<file path="src/rtl/instr_loader_pkg.sv">
// Shared types and default sizes for the instruction-memory loader.
package instr_pkg;

  localparam int unsigned D = 12;  // instruction address width
  localparam int unsigned W = 9;   // machine-code word width

  typedef enum logic [1:0] {
    IDLE  = 2'd0,
    LOAD  = 2'd1,
    CHECK = 2'd2,
    DONE  = 2'd3
  } state_t;

  typedef logic [W-1:0] mach_word_t;

endpackage

</file>
<file path="src/rtl/instr_loader.sv">
// Instruction-memory loader: streams words over valid/ready into consecutive
// addresses from 0 and holds the CPU while loading.
// Optional trailing checksum word: define INSTR_LOADER_CHECKSUM_EN.
module instr_loader
  import instr_pkg::state_t, instr_pkg::IDLE, instr_pkg::LOAD,
         instr_pkg::CHECK, instr_pkg::DONE;
#(
  parameter int unsigned D = instr_pkg::D,
  parameter int unsigned W = instr_pkg::W
) (
  input  logic         clk,
  input  logic         reset,
  input  logic         start,
  input  logic [D:0]   load_len,
  input  logic         in_valid,
  input  logic [W-1:0] in_data,
  output logic         in_ready,
  output logic         wr_en,
  output logic [D-1:0] wr_addr,
  output logic [W-1:0] wr_data,
  output logic         busy,
  output logic         cpu_hold,
  output logic         done,
  output logic         err
);

  localparam logic [D:0] MAX_LEN = {1'b1, {D{1'b0}}};

`ifdef INSTR_LOADER_CHECKSUM_EN
  localparam state_t AFTER_DATA = CHECK;
`else
  localparam state_t AFTER_DATA = DONE;
`endif

  state_t     state;
  state_t     state_nxt;
  logic [D:0] cnt;
  logic [D:0] len;
  logic [D:0] len_clamp_c;
  logic       hs_c;
  logic       last_c;

`ifdef INSTR_LOADER_CHECKSUM_EN
  logic [W-1:0] acc;
`else
  assign err = 1'b0;
`endif

  // Length clamp, handshake and last-word detection.
  always_comb begin
    len_clamp_c = (load_len > MAX_LEN) ? MAX_LEN : load_len;
    hs_c        = in_valid & in_ready;
    last_c      = ((cnt + (D+1)'(1)) == len);
  end

  // Next-state logic.
  always_comb begin
    state_nxt = state;
    case (state)
      IDLE:    if (start) state_nxt = (len_clamp_c == '0) ? AFTER_DATA : LOAD;
      LOAD:    if (hs_c && last_c) state_nxt = AFTER_DATA;
`ifdef INSTR_LOADER_CHECKSUM_EN
      CHECK:   if (hs_c) state_nxt = DONE;
`endif
      DONE:    state_nxt = IDLE;
      default: state_nxt = IDLE;
    endcase
  end

  // State register, datapath and outputs; status outputs are decoded from
  // the next state so they line up with the state they describe.
  always_ff @(posedge clk or posedge reset) begin
    if (reset) begin
      state    <= IDLE;
      cnt      <= '0;
      len      <= '0;
      in_ready <= 1'b0;
      wr_en    <= 1'b0;
      wr_addr  <= '0;
      wr_data  <= '0;
      busy     <= 1'b0;
      cpu_hold <= 1'b0;
      done     <= 1'b0;
`ifdef INSTR_LOADER_CHECKSUM_EN
      acc      <= '0;
      err      <= 1'b0;
`endif
    end else begin
      state    <= state_nxt;
      in_ready <= (state_nxt == LOAD) || (state_nxt == CHECK);
      busy     <= (state_nxt != IDLE);
      cpu_hold <= (state_nxt != IDLE);
      done     <= (state_nxt == DONE);
      wr_en    <= 1'b0;

      if ((state == IDLE) && start) begin
        len <= len_clamp_c;
        cnt <= '0;
`ifdef INSTR_LOADER_CHECKSUM_EN
        acc <= '0;
        err <= 1'b0;
`endif
      end

      if ((state == LOAD) && hs_c) begin
        wr_en   <= 1'b1;
        wr_addr <= cnt[D-1:0];
        wr_data <= in_data;
        cnt     <= cnt + (D+1)'(1);
`ifdef INSTR_LOADER_CHECKSUM_EN
        acc     <= acc + in_data;
`endif
      end

`ifdef INSTR_LOADER_CHECKSUM_EN
      if ((state == CHECK) && hs_c) err <= (in_data != acc);
`endif
    end
  end

endmodule

</file>
<file path="config.mk">
export PLATFORM = sky130hd
export DESIGN_NAME = instr_loader
export DESIGN_NICKNAME = d
export VERILOG_FILES = /design/src/rtl/instr_loader_pkg.sv /design/src/rtl/instr_loader.sv
export SDC_FILE = /design/constraint.sdc
export NUM_CORES = 1
export LEC_CHECK = 0
export ABC_AREA = 1
export CORE_MARGIN = 8
export CORE_UTILIZATION = 25
export DETAILED_ROUTE_END_ITERATION = 6
export HOLD_SLACK_MARGIN = 0.1
export SETUP_SLACK_MARGIN = 0.5
export SYNTH_ARGS = -nofsm -noshare
export SYNTH_HDL_FRONTEND = slang
export SYNTH_SLANG_ARGS = --single-unit
</file>
<file path="constraint.sdc">
create_clock -name clk -period 1.99 [get_ports clk]
set_clock_uncertainty 0.2 [all_clocks]
set_input_delay 0.199 -clock clk [delete_from_list [all_inputs] [get_ports clk]]
set_output_delay 0.199 -clock clk [all_outputs]
set_load 0.005 [all_outputs]
</file>
==> flow_metrics.tcl, run 1 <==
set metrics [dict create \
    r2r-start "cnt[0]" \
    power.leakage_nw 1.91 \
    syn2layout_area_growth_pct 56.5 \
    violations "setup timing" \
    met1_usage 0.139 \
    numCtsBuffers 5 \
    dr.pass1.iters 4 \
    fin_crit_sh 1.08 \
    synthMuxAreaShare 0 \
    fp-row-count 37 \
    tritoncts "done" \
    place_area_um2 3460 \
    fp.dieArea_um2 13900 \
    rsz0062_at_grt "yes" \
    avgSynthCellArea_um2 8.44 \
    design_area_um2 4070 \
    drive_above_1_share 0.335 \
    start_util 0.254 \
    max_freq_mhz 467 \
    overflow 0 \
    die_y_um 118 \
    top_usage_layer "met2" \
    htree_levels 2 \
    root_buffer "clkbuf_8" \
    fin_ws_ns -0.152 \
    via_per_inst 4.43 \
    io_buffers 51 \
    async_flop_share 1.00 \
    ys_ff_latch 53 \
    grt_use_met2 0.164 \
    synth_xor_area_frac 0.0313 \
    synth-compound-area-share 0.0775 \
    cp.required_ns 2.05 \
    wl_per_cell_um 13.7 \
    grt_pass1_vias 2438 \
    synth_top_area_share 0.510 \
    clock_path_buffers 2 \
    slowest_delay_ns 0.41 \
    synth_area_um2 2600 \
    vias 2390 \
    io_pins 53 \
    gp_congestion 0.757 \
    synth_top_flop_cell "dfrtp_1" \
    slowest_stage "dfrtp_1" \
    synthCells 308 \
    holdWs_ns 0.0939 \
    synth_area_leaders "dfrtp_1 (51%), nand2_1 (13%), nand3_1 (5.8%)" \
    period_minus_slack_ns 2.14 \
    antenna_found_initial 0 \
    clkTransAtPathRegs_ns 0.10 \
    post_synth_num_cell_types 30 \
    critPathTopFamily "simple AND/OR/NAND/NOR gates" \
    synth_edf_count 0 \
    setup_viol 3 \
    rrSetupSlack_ns -0.15 \
    layout_commonest_cell "nand2_1" \
    yosys.area_share.adder 0.0144 \
    ir_drop_v 0.000342 \
    ff2ff_path_depth 11 \
    dp.final_hpwl_um 4960 \
    clk_latency_ns 0.31 \
    yosysWarningCount 0 \
    path_class "reg -> reg" \
    cp_num_buf_inv 1 \
    routed_wl_um 7360 \
    power_density_nw_per_um2 765 \
    numClockSinks 53 \
    final_cell_mix "nand2_1 (60), dfrtp_1 (53), buf_4 (35)" \
    slew_viol_final 0 \
    synthSimpleGateAreaFrac 0.292 \
    drc 0 \
    die_w_um 118 \
    drtAntennaViolNets 0 \
    worstPathCellList "ha_4 -> nand2_4 -> nor2_4 -> nand2_2 -> nor2_4 -> xnor3_1 -> nor2_2 -> nand3_2 -> nand2_2 -> inv_2 -> ha_4" \
    yosys.area.top_type "dfrtp_1" \
    run_status "complete, but fails checks" \
    path_max_fanout 5 \
    core-area_um2 10200 \
    syn_nets 337 \
    hold_buffers 0 \
    hold_class "in -> async" \
    grt_pass1_wl_um 12200 \
    endpoint_kind "flop" \
    yosysSeqAreaShare 0.510 \
    crit_path_start_kind "flop" \
    maxCapViolations 0 \
    grtUsageMet3 0.0408 \
    drtIter0Drc 77 \
    synth_top_family_by_area "simple AND/OR/NAND/NOR gates" \
    hold_violations 0 \
    cp.arrival_ns 2.20 \
    nets 431 \
    grt.total_usage 0.107 \
    timing.rr.end "in_ready" \
    grt_max_degree 54 \
    n_antenna_cell 0 \
]
routing by layer:
metal,vias up,wire [µm]
li1,1182,-
met3,8,513
met1,1137,3520
met2,63,3250
met5,-,0
met4,0,72
area by class of cell:
cell class,count,area [µm²]
Fill cell,1012,6160
Multi-Input combinational cell,209,1390
Sequential cell,53,1330
Timing Repair Buffer,98,945
Tap cell,136,170
Inverter,35,141
Clock buffer,6,82.6
Clock inverter,2,13.8
metrics by stage:
step	setup WS [ns]	TNS [ns]	utilization	power [mW]	std cells
after CTS	-0.137	-0.280	0.379	3.04	537
after detailed placement	-0.154	-0.646	0.338	2.26	508
after floorplan	-0.0209	-0.0209	-	1.79	308
after global placement	-0.115	-0.241	0.338	2.24	508
after global routing	-0.262	-0.755	0.397	3.33	539
final	-0.152	-0.331	0.397	3.11	539
cell usage after synthesis, types with 3 or more instances:
master and number:
nor4_1 5, o21ai_0 24, inv_2 3, ha_1 3, nor2_4 4, nand3_2 3
nor2_1 11, buf_4 3, inv_1 32, nand2_2 7, nand2_1 89, nand4_1 4
xor2_1 3, dfrtp_1 53, nand3_1 30, o22ai_1 9, clkbuf_1 8, nor2_2 5
registers in the layout, indices dropped and copies added, names as in the netlist:
signal,flops
in_ready,1
len,13
done,1
cpu_hold,1
wr_data,9
wr_en,1
cnt,13
wr_addr,12
state,2
how the worst max path moves through the flow:
stage,slack [ns],depth (start not counted),endpoint,startpoint
detailed placement,-0.15,13,in_ready,in_valid
finish,-0.15,11,in_ready,cnt[0]
CTS,-0.14,11,in_ready,cnt[0]
floorplan,-0.02,11,in_ready,cnt[0]
global placement,-0.12,13,in_ready,in_valid
global route,-0.26,12,in_ready,cnt[0]
worst reg2reg max path, cell delays in order, from the launching register on:
cell     delay, ns
dfrtp_1       0.41
ha_4          0.17
nand2_4       0.06
nor2_4        0.17
nand2_2       0.10
nor2_4        0.11
xnor3_1       0.25
nor2_2        0.14
nand3_2       0.10
nand2_2       0.09
inv_2         0.04
ha_4          0.25
cell families after synthesis:
| family | after synthesis |
|---|---|
| flops | 53 |
| compound gates | 36 |
| xor+xnor | 6 |
| simple gates | 162 |
| buf+inv | 47 |
| fa+ha+maj | 3 |
| other cells | 1 |
where the power goes:
group	internal (mW)	total (mW)	switching (mW)
registers	1.23	1.35	0.125
logic	0.571	1.10	0.532
clock network	0.283	0.658	0.374
total	2.08	3.11	1.03
timing repair:
action	in CTS	in global routing
pin swaps	19	6
gates resized for setup	81	37
buffers inserted	19	1
setup endpoints to repair	64	42
cloned	2	1
(Power assumes the default switching activity.)
==> run 2, diff against run 1 <==
--- a/config.mk
+++ b/config.mk
@@ -6,7 +6,6 @@
 export NUM_CORES = 1
 export LEC_CHECK = 0
 export ABC_AREA = 1
-export CORE_MARGIN = 8
 export CORE_UTILIZATION = 25
 export DETAILED_ROUTE_END_ITERATION = 6
 export HOLD_SLACK_MARGIN = 0.1
==> run 2 against run 1 <==
The flow still finishes with violations (setup timing). Worst setup slack improved by 0.011 ns. Largest cell class is now flip-flops and latches. Critical endpoint unchanged. Wire length fell by 11%. Highest routed layer unchanged. Global-route usage is 1.6 points higher. Flip-flop and latch count did not move.
==> flow_metrics.tcl, run 2 (same netlist as run 1, synthesis figures left out) <==
set metrics [dict create \
    combPwrFrac 0.327 \
    fin_ws_ns -0.141 \
    p_clk_frac 0.239 \
    root_buffer "clkbuf_8" \
    core-area_um2 9910 \
    p_int_mw 2.14 \
    syn2layout_area_growth_pct 49.7 \
    grt_pass1_vias 2339 \
    clk_latency_ns 0.30 \
    numClockSinks 53 \
    tritoncts "done" \
    placed_cells 504 \
    layout_commonest_cell "nand2_1" \
    stdcell_count 531 \
    fp.dieArea_um2 10800 \
    maxCapViolations 0 \
    clock_path_buffers 2 \
    dr.pass1.iters 4 \
    numCtsBuffers 5 \
    run_status "complete, but fails checks" \
    endpoint_kind "flop" \
    hold_class "in -> reg" \
    n_antenna_cell 0 \
    drive_above_1_share 0.251 \
    setup_viol 3 \
    dp.final_hpwl_um 4650 \
    vias 2324 \
    htree_levels 2 \
    ir_drop_v 0.000355 \
    path_class "reg -> reg" \
    clkTransAtPathRegs_ns 0.10 \
    post-place-ws_ns -0.136 \
    grt_pass1_wl_um 11000 \
    area.sequential_um2 1330 \
    switching_share 0.314 \
    final_cell_mix "nand2_1 (81), dfrtp_1 (53), buf_4 (30)" \
    violations "setup timing" \
    fillers 1048 \
    drtAntennaViolNets 0 \
    hold_violations 0 \
    reg_top3 "cnt: 13 flops, len: 13 flops, wr_addr: 12 flops" \
    crit_path_start_kind "flop" \
    multi_input_area_um2 1270 \
    power_frac_seq 0.434 \
    routed_wl_um 6560 \
    overflow 0 \
    slew_viol_final 0 \
    fin_crit_sh 1.07 \
    antenna_found_initial 0 \
    cp.arrival_ns 2.18 \
    start_util 0.262 \
    nets 426 \
    grt_max_degree 35 \
    die_w_um 104 \
    cp.required_ns 2.04 \
    period_minus_slack_ns 2.13 \
    io_pins 53 \
    drc 0 \
    die_y_um 104 \
    netSwitchingPower_uw 978 \
    power_density_nw_per_um2 801 \
    power.leakage_nw 1.87 \
    via_per_inst 4.38 \
    max_freq_mhz 469 \
    path_max_fanout 5 \
    drtIter0Drc 85 \
    fp-row-count 36 \
    rsz0062_at_grt "yes" \
    gp_congestion 0.795 \
    wl_per_cell_um 12.3 \
    io_buffers 51 \
    grt.total_usage 0.123 \
]
[run 2: power by group through the flow]
stage	clock [mW]	combinational, mW	sequential [mW]
2_1_floorplan	0	0.438	1.35
3_3_place_gp	0	0.869	1.36
3_5_place_dp	0	0.886	1.36
4_1_cts	0.765	0.963	1.35
5_1_grt	0.803	1.14	1.38
6_report	0.746	1.02	1.35
[run 2: critical path, cell delays in order (launching register included)]
cell     delay (ns)
dfrtp_1        0.42
ha_4           0.17
nand2_4        0.07
nor2_4         0.19
nand2_2        0.11
nor2_4         0.11
xnor3_1        0.23
nor2_2         0.13
nand3_2        0.08
nand2_2        0.08
inv_2          0.04
ha_4           0.24
[run 2: path summary, 6_finish.rpt]
| path | end | slack [ns] | depth (start not counted) | start |
|---|---|---|---|---|
| worst min register to register | wr_data[6] | 0.28 | 2 | wr_data[6] |
| min in group asynchronous | wr_data[7] | 0.67 | 4 | reset |
| worst max register to register | in_ready | -0.14 | 11 | cnt[0] |
| worst min-delay path | len[3] | 0.08 | 3 | load_len[3] |
| max in group asynchronous | cnt[3] | 0.65 | 4 | reset |
| worst max-delay path | in_ready | -0.14 | 11 | cnt[0] |
[run 2: stage by stage]
step / hold slack [ns] / setup TNS (ns) / total power, mW / area [µm²] / util
2_1_floorplan: 0.0604 / -0.0209 / 1.79 / 2630 / -
3_3_place_gp: 0.263 / -0.188 / 2.23 / 3440 / 0.347
3_5_place_dp: 0.262 / -0.310 / 2.25 / 3440 / 0.347
4_1_cts: 0.212 / -0.123 / 3.08 / 3710 / 0.374
5_1_grt: 0.107 / -1.03 / 3.32 / 3890 / 0.393
6_report: 0.0803 / -0.295 / 3.12 / 3890 / 0.393
[run 2: layout make-up]
cell class / count / share of cell area
multi-input combinational: 209 / 0.325
inverter: 35 / 0.0360
clock buffer: 5 / 0.0177
clock inverter: 3 / 0.0119
tap: 133 / 0.0428
sequential: 53 / 0.341
timing repair buffer: 93 / 0.225
[run 2: routing by layer]
metal,global-route usage,routed length (µm),vias to the layer above
met3,0.0257,339,6
met5,0,0,-
li1,-,-,1179
met1,0.174,3240,1064
met4,0.0184,38,0
met2,0.197,2940,75
[run 2: what timing repair did]
item | in CTS | in global routing
hold buffers | 1 | 2
resized for setup | 44 | 32
setup endpoints to repair | 64 | 74
pin swaps | 12 | 12
setup buffers | 14 | 0
cloned | 0 | 2
hold endpoints to repair | 19 | 2
